===== config.mk =====
export PLATFORM = sky130hd
export DESIGN_NAME = aesl_deadlock_report_ctrl_flat
export DESIGN_NICKNAME = d
export VERILOG_FILES = /design/src/rtl/aesl_deadlock_report_ctrl_if.sv /design/src/rtl/aesl_deadlock_report_ctrl.sv /design/src/flat_wrapper.sv
export SDC_FILE = /design/constraint.sdc
export NUM_CORES = 1
export LEC_CHECK = 0
export BUFFER_PORTS_ARGS = -buffer_cell sky130_fd_sc_hd__buf_2
export CAP_MARGIN = 20
export CORE_UTILIZATION = 35
export CTS_BUF_LIST = sky130_fd_sc_hd__clkbuf_2 sky130_fd_sc_hd__clkbuf_4 sky130_fd_sc_hd__clkbuf_8
export DETAILED_ROUTE_END_ITERATION = 8
export GPL_TIMING_DRIVEN = 1
export PLACE_DENSITY = 0.53
export SLEW_MARGIN = 20
export SYNTH_ARGS = -nofsm -noshare
export SYNTH_HDL_FRONTEND = slang
export SYNTH_SLANG_ARGS = --single-unit

===== constraint.sdc =====
create_clock -name clock -period 4 [get_ports clock]
set_input_delay 0.4 -clock clock [delete_from_list [all_inputs] [get_ports clock]]
set_output_delay 0.4 -clock clock [all_outputs]
set_load 0.01 [all_outputs]

===== src/rtl/aesl_deadlock_report_ctrl_if.sv =====
// Report channel between the deadlock report scheduler and the testbench logger.
// The master side presents reports; the slave side accepts them with rpt_ready.
interface aesl_deadlock_report_ctrl_if #(
  parameter int IDX_W  = 2,
  parameter int INFO_W = 1,
  parameter int CNT_W  = 16
);
  logic              rpt_valid;
  logic              rpt_ready;
  logic [IDX_W-1:0]  rpt_idx;
  logic [INFO_W-1:0] rpt_info;
  logic [CNT_W-1:0]  rpt_cycles;

  modport master (
    output rpt_valid, rpt_idx, rpt_info, rpt_cycles,
    input  rpt_ready
  );

  modport slave (
    input  rpt_valid, rpt_idx, rpt_info, rpt_cycles,
    output rpt_ready
  );
endinterface


===== src/rtl/aesl_deadlock_report_ctrl.sv =====
// Deadlock report scheduler: qualifies each monitor's block flag against a sustained-cycle
// threshold, latches a sticky deadlock flag and serialises one report per blocking episode.
module aesl_deadlock_report_ctrl #(
  parameter int NUM_MON   = 4,
  parameter int IDX_W     = 2,
  parameter int INFO_W    = 1,
  parameter int CNT_W     = 16,
  parameter int THRESHOLD = 1000
) (
  input  logic                        clock,
  input  logic                        reset,
  input  logic                        enable,
  input  logic                        clr,
  input  logic [NUM_MON-1:0]          mon_block,
  input  logic [NUM_MON*INFO_W-1:0]   mon_info,
  aesl_deadlock_report_ctrl_if.master rpt,
  output logic                        deadlock,
  output logic                        busy
);
  typedef enum logic {IDLE = 1'b0, REPORT = 1'b1} state_e;

  localparam logic [CNT_W-1:0] THR      = CNT_W'(THRESHOLD);
  localparam logic [CNT_W-1:0] THR_M1   = CNT_W'(THRESHOLD - 1);
  localparam logic [IDX_W-1:0] LAST_IDX = IDX_W'(NUM_MON - 1);

  state_e             state, state_d;
  logic [CNT_W-1:0]   cnt      [NUM_MON];
  logic [INFO_W-1:0]  info_arr [NUM_MON];
  logic [NUM_MON-1:0] armed, pending, qual;
  logic [IDX_W-1:0]   rr_ptr, sel_idx, cand;
  logic               sel_found, launch, handshake;

  // A monitor qualifies on the single edge its count crosses into the threshold.
  always_comb begin
    qual = '0;
    for (int i = 0; i < NUM_MON; i++) begin
      info_arr[i] = mon_info[i*INFO_W +: INFO_W];
      qual[i]     = enable & mon_block[i] & armed[i] & (cnt[i] == THR_M1);
    end
  end

  // Round-robin search: first pending index at or after rr_ptr, wrapping.
  always_comb begin
    sel_idx   = '0;
    sel_found = 1'b0;
    cand      = '0;
    for (int k = 0; k < NUM_MON; k++) begin
      cand = (int'(rr_ptr) + k >= NUM_MON) ? IDX_W'(int'(rr_ptr) + k - NUM_MON)
                                           : IDX_W'(int'(rr_ptr) + k);
      if (!sel_found && pending[cand]) begin
        sel_found = 1'b1;
        sel_idx   = cand;
      end
    end
  end

  // NOTE: every output of a combinational block is defaulted first, so no path leaves a latch.
  always_comb begin
    state_d   = state;
    launch    = 1'b0;
    handshake = 1'b0;
    if (clr) begin
      state_d = IDLE;
    end else begin
      case (state)
        IDLE: if (sel_found) begin
          launch  = 1'b1;
          state_d = REPORT;
        end
        REPORT: if (rpt.rpt_ready) begin
          handshake = 1'b1;
          state_d   = IDLE;
        end
      endcase
    end
  end

  // NOTE: state registers use non-blocking assignments so every flop samples pre-edge values.
  always_ff @(posedge clock or negedge reset) begin
    if (!reset) state <= IDLE;
    else        state <= state_d;
  end

  // NOTE: the counter array is control state, not data storage, so it is reset like any flop.
  always_ff @(posedge clock or negedge reset) begin
    if (!reset) begin
      for (int i = 0; i < NUM_MON; i++) cnt[i] <= '0;
      armed    <= '1;
      pending  <= '0;
      deadlock <= 1'b0;
      rr_ptr   <= '0;
    end else if (clr) begin
      for (int i = 0; i < NUM_MON; i++) cnt[i] <= '0;
      armed    <= '1;
      pending  <= '0;
      deadlock <= 1'b0;
      rr_ptr   <= '0;
    end else begin
      if (handshake) begin
        pending[rpt.rpt_idx] <= 1'b0;
        rr_ptr               <= (rpt.rpt_idx == LAST_IDX) ? '0 : rpt.rpt_idx + 1'b1;
      end
      // A same-edge qualification is assigned after the handshake clear and wins.
      for (int i = 0; i < NUM_MON; i++) begin
        if (enable && mon_block[i]) begin
          if (cnt[i] != THR) cnt[i] <= cnt[i] + 1'b1;
          if (qual[i]) begin
            pending[i] <= 1'b1;
            armed[i]   <= 1'b0;
          end
        end else begin
          cnt[i]   <= '0;
          armed[i] <= 1'b1;
        end
      end
      if (|qual) deadlock <= 1'b1;
    end
  end

  // Report fields are snapshots taken at launch and held until the next launch.
  always_ff @(posedge clock or negedge reset) begin
    if (!reset) begin
      rpt.rpt_idx    <= '0;
      rpt.rpt_info   <= '0;
      rpt.rpt_cycles <= '0;
    end else if (launch) begin
      rpt.rpt_idx    <= sel_idx;
      rpt.rpt_info   <= info_arr[sel_idx];
      rpt.rpt_cycles <= cnt[sel_idx];
    end
  end

  assign rpt.rpt_valid = (state == REPORT);
  assign busy          = (state == REPORT);
endmodule


===== src/flat_wrapper.sv =====
// flat-port wrapper written by rule: the top's interface ports become plain ports
module aesl_deadlock_report_ctrl_flat 
#(
  parameter int NUM_MON   = 4,
  parameter int IDX_W     = 2,
  parameter int INFO_W    = 1,
  parameter int CNT_W     = 16,
  parameter int THRESHOLD = 1000
)
  (clock, reset, enable, clr, mon_block, mon_info, deadlock, busy, rpt_rpt_valid, rpt_rpt_idx, rpt_rpt_info, rpt_rpt_cycles, rpt_rpt_ready);
  aesl_deadlock_report_ctrl_if #(.IDX_W(IDX_W), .INFO_W(INFO_W), .CNT_W(CNT_W)) rpt_i ();
  input  logic clock;
  input  logic reset;
  input  logic enable;
  input  logic clr;
  input  logic [NUM_MON-1:0] mon_block;
  input  logic [NUM_MON*INFO_W-1:0] mon_info;
  output logic deadlock;
  output logic busy;
  output wire logic [$bits(rpt_i.rpt_valid)-1:0] rpt_rpt_valid;
  output wire logic [$bits(rpt_i.rpt_idx)-1:0] rpt_rpt_idx;
  output wire logic [$bits(rpt_i.rpt_info)-1:0] rpt_rpt_info;
  output wire logic [$bits(rpt_i.rpt_cycles)-1:0] rpt_rpt_cycles;
  input wire logic [$bits(rpt_i.rpt_ready)-1:0] rpt_rpt_ready;
  assign rpt_rpt_valid = rpt_i.rpt_valid;
  assign rpt_rpt_idx = rpt_i.rpt_idx;
  assign rpt_rpt_info = rpt_i.rpt_info;
  assign rpt_rpt_cycles = rpt_i.rpt_cycles;
  assign rpt_i.rpt_ready = rpt_rpt_ready;
  aesl_deadlock_report_ctrl #(.NUM_MON(NUM_MON), .IDX_W(IDX_W), .INFO_W(INFO_W), .CNT_W(CNT_W), .THRESHOLD(THRESHOLD)) u_core (.clock(clock), .reset(reset), .enable(enable), .clr(clr), .mon_block(mon_block), .mon_info(mon_info), .rpt(rpt_i), .deadlock(deadlock), .busy(busy));
endmodule

Word-level counts from Yosys, hierarchy flattened
Index checks and enable logic that the tools add are counted.

word-level totals
  register bits = 95
  input bits = 13
  output and inout port bits = 22
  word-level logic and storage cells = 155

cells by class
  add/subtract/negate cells = 12
  order comparisons = 11
  equality and inequality tests = 17
  mux-type cells = 70
  bitwise logic cells = 16
  reduce and logical (&&, ||, !) cells = 14

operator list
  operator                                               number
  two-way mux 16 bit                                     10
  adder 16 x 1 -> 16 bit, second input constant          4
  equality test 16 x 10 -> 1 bit, second input constant  4
  two-way mux 64 bit                                     1
  != test 16 x 10 -> 1 bit, second input constant        4
  two-way mux 1 bit                                      37
  binary-select mux 16 bit (select 2 bit)                1
  two-way mux 2 bit                                      11
  < comparator 2 x 3 -> 1 bit, second input constant     5
  bitwise AND 1 bit                                      12
  >= comparator 3 bit, second input constant             4
  two-way mux 4 bit                                      3
  != test 3 x 2 -> 1 bit, second input constant          4
  != test 3 bit, second input constant                   4
  binary-select mux 1 bit (select 2 bit)                 5
  logical AND 1 bit                                      8
  subtractor 2 x 1 -> 2 bit, second input constant       4
  adder 2 x 2 -> 3 bit, second input constant            2
  bitwise AND 4 bit                                      1
  inverter 4 bit                                         1
  nonzero test 2 bit                                     2
  OR reduction 4 bit                                     1
  adder 2 x 1 -> 3 bit, second input constant            1
  >= comparator 2 x 3 -> 1 bit, second input constant    1
  other kinds (8)                                        10

Depth between registers and ports, before layout
Gate-level depths: netlist of the first run.

  depth in word-level cells = 18
  gate-level depth with buffers = 7
  gate-level depth less buffers = 6

Worst setup path before layout of the first run
Ideal clock, no wire load.

  kind = flip-flop to flip-flop
  start point = reg u_core.cnt[58] (netlist bit)
  end point = reg u_core.cnt[50] (netlist bit)
  library setup time = 133 ps
  arrival time = 1983 ps
  required time = 3867 ps
  slack = 1884 ps
  stages on the path, launching flop included = 6
  buffers on the path = 0
  period minus slack after synthesis = 2116 ps
  path through = dfrtp_1 or4b_1 or4_4 or3_4 nand3b_1 a21oi_1

between the ends
  word-level cells in the longest chain between the ends = 2

RTL lines
  what                               line                              source
  from (decl)                        aesl_deadlock_report_ctrl.sv:27   logic [CNT_W-1:0] cnt [NUM_MON];
  from (signal, indexed assignment)  aesl_deadlock_report_ctrl.sv:112  cnt[i] <= '0;
  != test 16 x 10 -> 1 bit           aesl_deadlock_report_ctrl.sv:106  if (cnt[i] != THR) cnt[i] <= cnt[i] + 1'b1;
  != test 3 bit (no source line)     --

Every way passes these cells.
A chain may end at the register's enable or synchronous reset.

Worst setup path in the final report of the first run
  start point = reg u_core.pending[0]
  end point = reg u_core.rpt.rpt_cycles[10]

between the ends
  word-level cells in the longest chain between the ends = 16
  elaborated cells between the ends (all ways) = 29
  those cells by class = mux (22); bitwise (1); reduce/logical (6)

RTL lines
  what                                                   line                                source
  from (decl)                                            aesl_deadlock_report_ctrl.sv:29     logic [NUM_MON-1:0] armed, pending, qual;
  from (signal assigned)                                 aesl_deadlock_report_ctrl.sv:89     pending <= '0;
  from (signal assigned)                                 aesl_deadlock_report_ctrl.sv:95     pending <= '0;
  from (signal, indexed assignment)                      aesl_deadlock_report_ctrl.sv:100    pending[rpt.rpt_idx] <= 1'b0;
  binary-select mux 1 bit (select 2 bit)                 aesl_deadlock_report_ctrl.sv:50     if (!sel_found && pending[cand]) begin
  two-way mux 1 bit (implied by the code)                aesl_deadlock_report_ctrl.sv:50
  two-way mux 1 bit                                      aesl_deadlock_report_ctrl.sv:50
  zero test 1 bit                                        aesl_deadlock_report_ctrl.sv:50
  logical AND 1 bit                                      aesl_deadlock_report_ctrl.sv:50
  two-way mux 1 bit                                      aesl_deadlock_report_ctrl.sv:50
  zero test 1 bit                                        aesl_deadlock_report_ctrl.sv:50
  logical AND 1 bit                                      aesl_deadlock_report_ctrl.sv:50
  two-way mux 1 bit                                      aesl_deadlock_report_ctrl.sv:50
  zero test 1 bit                                        aesl_deadlock_report_ctrl.sv:50
  logical AND 1 bit                                      aesl_deadlock_report_ctrl.sv:50
  two-way mux 2 bit                                      aesl_deadlock_report_ctrl.sv:50
  inverter 2 -> 3 bit (implied by the code)              aesl_deadlock_report_ctrl.sv:129    rpt.rpt_cycles <= cnt[sel_idx];
  binary-select mux 16 bit (select 2 bit)                aesl_deadlock_report_ctrl.sv:129
  two-way mux 16 bit (implied by the code) (2 in a row)  aesl_deadlock_report_ctrl.sv:129
  to (signal assigned)                                   aesl_deadlock_report_ctrl.sv:129
  to (decl)                                              aesl_deadlock_report_ctrl_if.sv:15  output rpt_valid, rpt_idx, rpt_info, rpt_cycles,

Parallel ways exist; a longest one is shown, timed or not. The select of a mux whose other input is x is not followed.

==> metrics, run 1 <==
top cell type's share of synthesized area=45.3%; Clock Path Buffers=2; WL per Instance=16.9 um; Async S/R FF share, synth=100%; worst min-delay path class=input port to async pin; yosys warns=0; vias per cell=5.30; cts bufs inserted=9; FF-to-FF setup slack=1.73 ns; synthesized flop and latch total=95; die height=122 um; Lkg Pwr=2.25 nW; setup violators final=0; DR iter-0 viols=246; Max Used Layer=met4; final core occ=40.3%; skew final=0.00851 ns; H-tree depth reported by CTS=3; die area=~15000 um2; Area Growth Syn to Fin=11.8%; first-pass GRT wire length=20300 um; R2R cell count=4; Slew Limit Fails=0; Final ANT Viol Nets=0; PD cells=326 nW/um2; RR Endpoint=u_core.rpt.rpt_cycles[10]; cell taking the most area after synthesis=dfrtp_1; Post-Place Cells=approximately 700; outcome=completed; RSZ-0062 raised after global routing=false; sequential share of the synthesized area=47.4%; Slew headroom=36.8%; total congestion overflow=0; pin count of the biggest net entering global routing=73; reg2reg start=u_core.pending[0]; Crit. End Element=flip-flop; number of synthesized flops with an enable pin=0; syn_nets=about 550; Std-Cell Rows=43; Clk Latency, worst-skew pair=0.37 ns; Post-CTS Setup Bufs=0; Routed WL=~12000 um; hold slack=around 0.17 ns; initial antenna violation count=0; Syn Area/Cell=between 9 and 10 um2; Cell Area, Synth=5020 um2; Slew @ Worst Pin=0.947 ns; # port buffers=34; met3 wire len=293 um; peak supply drop=0.000171 V; fill cell count=between 1000 and 1500; Final period util=56.8%; Synth area leaders=dfrtp_1 (45%), mux2i_1 (7.0%), xor2_1 (5.8%), nand2_1 (4.5%), nor2_1 (4.2%); Ant. Diodes=0; CTS tree=yes; post-cts sizing count=0; Distinct cells, synth=between 40 and 50; WL met2=5470 um; max_cap viols=0; Final Non-Filler Cells=735; critical path startpoint category=flip-flop; GP Congestion=a little under 0.9; worst setup path class=flip-flop to flip-flop; Syn Inst Count=between 500 and 600; setup_tns=0 ns; worst path required time=4.22 ns; initial core utilization=36.1%; critical path arrival=2.49 ns; DRC violations left=0; vias in the first global route=3768; Die X=122 um; clk slew on worst S/H paths=0.09 ns; Final min period=2.27 ns; Fmax=440 MHz; hold buffers post-CTS=0; ys flop type=dfrtp_1; CTS sink count=95; wire length on met1=between 6000 and 7000 um; Final Hold Fails=0; Ports=35; drt first pass iters=4; via count=3897; total power=1.83 mW; final net count=roughly 580; post-DP HPWL=8820 um; CP Max Fanout=19; GR Util All Layers=18.0%; Core Area=roughly 14000 um2; root buf cell=clkbuf_8; layout cells sized above 1=12.3%
==> cell type report <==
| class | instances | area (um2) | share of cell area (%) |
|---|---|---|---|
| timing repair buffer | 37 | 195 | 3.48 |
| sequential | 95 | 2380 | 42.4 |
| clock buffer | 14 | 186 | 3.32 |
| multi-input combinational | 387 | 2490 | 44.4 |
| clock inverter | 2 | 60.1 | 1.07 |
| tap | 180 | 225 | 4.01 |
| inverter | 20 | 75.1 | 1.34 |
==> critical path, cell delays in order (launching register included) <==
cell	delay (ns)
dfrtp_1	0.45
nor4_1	0.47
or3_1	0.57
or2_2	0.43
o221ai_1	0.19
==> synthesized netlist by cell type (3+ instances only) <==
cell type  count
dfrtp_1       91
nand2_1       60
nor2_1        56
mux2i_1       35
xor2_1        33
nand3_1       26
inv_1         20
a21oi_1       18
o221ai_1      16
nor3_1        15
clkbuf_1      13
ha_1          12
xnor2_1       12
and3_1        11
o21ai_0       11
or3_1         11
nand3b_1       9
nand4_1        9
nor4_1         7
nand2b_1       6
buf_2          5
and4_1         4
dfstp_2        4
o21bai_1       4
and2_1         3
==> layout by cell type, fill, tap and decap left out, types with 13 or more instances in the layout <==
cell,instances
o221ai_1,16
xor2_1,33
nand3_1,26
nor3_1,14
mux2i_1,35
buf_2,33
dfrtp_1,91
a21oi_1,18
nor2_1,56
nand2_1,60
inv_1,20
clkbuf_8,13
==> cell families after synthesis <==
kind of cell,Yosys count,synth area share [%]
simple gates,231,23.1
buf+inv,39,3.11
xor+xnor,45,7.85
mux,36,7.20
fa+ha+maj,12,2.99
flops,95,47.4
compound gates,63,8.34
==> stage by stage <==
stage          worst slack [ns]  cell area, um2
5_1_grt                    1.53            5610
3_5_place_dp               1.61            5370
6_report                   1.73            5610
2_1_floorplan              1.88            5020
4_1_cts                    1.70            5610
3_3_place_gp               1.69            5370
==> where the power goes <==
part           leakage, nW  switching, mW  total (mW)  internal [mW]
sequential            1.27         0.0126       0.984          0.972
combinational        0.860         0.0538      0.0786         0.0248
clock                0.126          0.337       0.765          0.428
total                 2.25          0.403        1.83           1.42
==> registers in the layout, summed over array words and instances, names as in the netlist <==
signal	flops
u_core.deadlock	1
u_core.rpt.rpt_idx	2
u_core.cnt	64
u_core.rr_ptr	2
u_core.armed	4
u_core.rpt.rpt_cycles	16
u_core.rpt.rpt_info	1
u_core.busy	1
u_core.pending	4
==> metal layers <==
| layer | track usage, % | vias up |
|---|---|---|
| met4 | 7.41 | 0 |
| met2 | 26.7 | 57 |
| met1 | 26.2 | 1954 |
| met3 | 2.48 | 19 |
| met5 | 0 | - |
| li1 | - | 1867 |
==> worst max path at each step <==
stage	depth (start not counted)	endpoint	slack (ns)	start
6_report	4	u_core.rpt.rpt_cycles[10]	1.73	u_core.pending[0]
5_1_grt	4	u_core.rpt.rpt_cycles[10]	1.53	u_core.pending[0]
4_1_cts	4	u_core.rpt.rpt_cycles[13]	1.70	u_core.pending[0]
3_5_place_dp	5	u_core.cnt[2]	1.61	clr
3_3_place_gp	4	u_core.rpt.rpt_cycles[12]	1.69	u_core.pending[0]
2_1_floorplan	5	u_core.cnt[50]	1.88	u_core.cnt[58]
Power figures use the tool's default switching activity.
==> run 2: changes to the inputs <==
- PLACE_DENSITY: 0.53 -> 0.55
- clock period: 4 -> 1.83 ns (I/O delays scaled with it)
==> run 2 against run 1 <==
Effect of this change:
- the run now ends with negative setup slack left
- maximum frequency is 13% higher
- combinational power grew to 2.5 times the previous value
- register-to-register slack worse by 1.9 ns
- global-route usage is 0.97 points higher
- sequential share of layout area is 5.0 points lower
- non-clock buffer count is 68 higher
==> metrics, run 2 (synthesis results as in run 1) <==
Seq. cell area=2380 um2 (unchanged); vias per cell=5.23 (was 5.30); biggest regs=u_core.cnt: 64 flops, u_core.rpt.rpt_cycles: 16 flops (unchanged); CTS tree=yes (unchanged); pin count of the biggest net entering global routing=37 (was 73); first-pass GRT wire length=21300 um (was 20300 um); Die X=122 um (unchanged); # port buffers=34 (unchanged); CTS sink count=95 (unchanged); Final Hold Fails=0 (unchanged); Slew @ Worst Pin=0.413 ns (was 0.947 ns); post-DP HPWL=9910 um (was 8820 um); area of the multi-input gates=2670 um2 (was 2490 um2); Lkg Pwr=2.65 nW (was 2.25 nW); Design Area, Final=6360 um2 (was 5610 um2); Post-Place Cells=784 (was 719); most frequent cells in the layout=dfrtp_1 (91), buf_4 (63), nand2_1 (60) (was dfrtp_1 (91), nand2_1 (60), nor2_1 (56)); PD cells=625 nW/um2 (was 326 nW/um2); total power=3.97 mW (was 1.83 mW); peak supply drop=0.000330 V (was 0.000171 V); Clock Path Buffers=2 (unchanged); worst path required time=2.10 ns (was 4.22 ns); clk slew on worst S/H paths=0.09 ns (about the same); outcome=complete, but fails checks (was completed); via count=4197 (was 3897); failing checks=negative setup slack; CP Max Fanout=5 (was 19); setup violators final=8 (was 0); Slew Limit Fails=0 (unchanged); critical path arrival=2.27 ns (was 2.49 ns); vias in the first global route=4092 (was 3768); final core occ=45.6% (was 40.3%); DRC violations left=0 (unchanged); layout cells sized above 1=25.7% (was 12.3%); worst path cell trace=or4b_1 > or4_4 > or3_4 > nand3b_1 > a21oi_1 (was nor4_1 > or3_1 > or2_2 > o221ai_1); Final min period=2.00 ns (was 2.27 ns); Fmax=500 MHz (was 440 MHz); cts bufs inserted=9 (unchanged); die area=14800 um2 (unchanged); GR Util All Layers=19.0% (was 18.0%); CP max-delay cell=or4b_1 (was or3_1); largest register by flop count=u_core.cnt (unchanged); Crit. End Element=flip-flop (unchanged); FF-to-FF setup slack=-0.17 ns (was 1.73 ns); DR iter-0 viols=286 (was 246); Area after DPL=5910 um2 (was 5370 um2); Ports=35 (unchanged); RSZ-0062 raised after global routing=true (was false); worst min-delay path class=input port to flip-flop (was input port to async pin); H-tree depth reported by CTS=3 (unchanged); initial core utilization=36.1% (unchanged); Std-Cell Rows=43 (unchanged); Final ANT Viol Nets=0 (unchanged); critical path's top delay family=simple AND/OR/NAND/NOR gates (unchanged); Setup WS post-layout=-0.171 ns (was 1.73 ns); root buf cell=clkbuf_8 (unchanged); WL per Instance=16.7 um (was 16.9 um); Core Area=13900 um2 (unchanged); skew final=0.00380 ns (was 0.00851 ns); Ant. Diodes=0 (unchanged); hold slack=0.0746 ns (was 0.167 ns); final net count=643 (was 575); Slowest Stage Delay on Critical Path=0.51 ns (was 0.57 ns); drt first pass iters=4 (unchanged); Slew headroom=72.3% (was 36.8%); Area Growth Syn to Fin=26.6% (was 11.8%); GP Congestion=0.842 (was 0.865); Final Non-Filler Cells=802 (was 735); max_cap viols=0 (unchanged); total congestion overflow=0 (unchanged); worst path bufs/invs=0 (unchanged); max FFs per register=64 (unchanged); critical path startpoint category=flip-flop (unchanged); Final period util=109% (was 56.8%); commonest non-fill, non-tap cell in the layout=dfrtp_1 (unchanged); met2 usage=29.4% (was 26.7%); Top Usage Layer GRT=met2 (unchanged); die height=122 um (unchanged); fill cell count=1335 (was 1381); M1 GR Usage=26.5% (was 26.2%); Routed WL=13400 um (was 12400 um); initial antenna violation count=0 (unchanged); worst setup path class=flip-flop to flip-flop (unchanged); Clk Latency, worst-skew pair=0.38 ns (was 0.37 ns); met3 Use GR=2.53% (was 2.48%)
-- run 2: cell types whose count changed in the layout (fill, tap and decap cells not counted), sizes merged --
cell,change
dlygate4sd3,+1
clkinv,+1
clkbuf,-2
buf,+67
-- run 2: area by class of cell --
| class | count | share of cell area [%] |
|---|---|---|
| sequential | 95 | 37.5 |
| timing repair buffer | 105 | 12.2 |
| multi-input combinational | 387 | 42.0 |
| clock inverter | 3 | 1.02 |
| inverter | 20 | 1.18 |
| tap | 180 | 3.54 |
| clock buffer | 12 | 2.60 |
-- run 2: power by group --
group          internal, mW  total, mW  leakage, nW  switching, mW
Clock                 0.873       1.62        0.118          0.751
Sequential             2.12       2.15         1.27         0.0259
Combinational        0.0721      0.198         1.26          0.126
-- run 2: repair_timing --
item,CTS,global route
endpoints found under the hold margin,20,0
hold buffers,1,0
endpoints found under the setup margin,16,33
gates resized for setup,2,36
pin swaps,4,17
cloned,0,0
setup buffers,1,1
-- run 2: worst paths after layout --
kind	startpoint	end	depth (start not counted)
worst max-delay path	u_core.cnt[63]	u_core.cnt[50]	5
worst min-delay path	clr	u_core.pending[1]	2
worst max register to register	u_core.cnt[63]	u_core.cnt[50]	5
worst min register to register	u_core.armed[1]	u_core.armed[1]	2
max in group asynchronous	reset	u_core.cnt[18]	3
min in group asynchronous	reset	u_core.cnt[60]	2
-- run 2: per-stage QoR --
| step | TNS, ns | setup slack (ns) |
|---|---|---|
| 2_1_floorplan | -0.279 | -0.108 |
| 3_3_place_gp | -0.547 | -0.142 |
| 3_5_place_dp | -0.623 | -0.163 |
| 4_1_cts | -0.537 | -0.177 |
| 5_1_grt | -2.48 | -0.206 |
| 6_report | -0.525 | -0.171 |
-- run 2: metal layers --
layer  vias to the layer above  share of wire, %
met1                      2098                48
met4                         0               2.0
met2                        72                47
li1                       2010                 -
met3                        17               3.3
met5                         -                 0
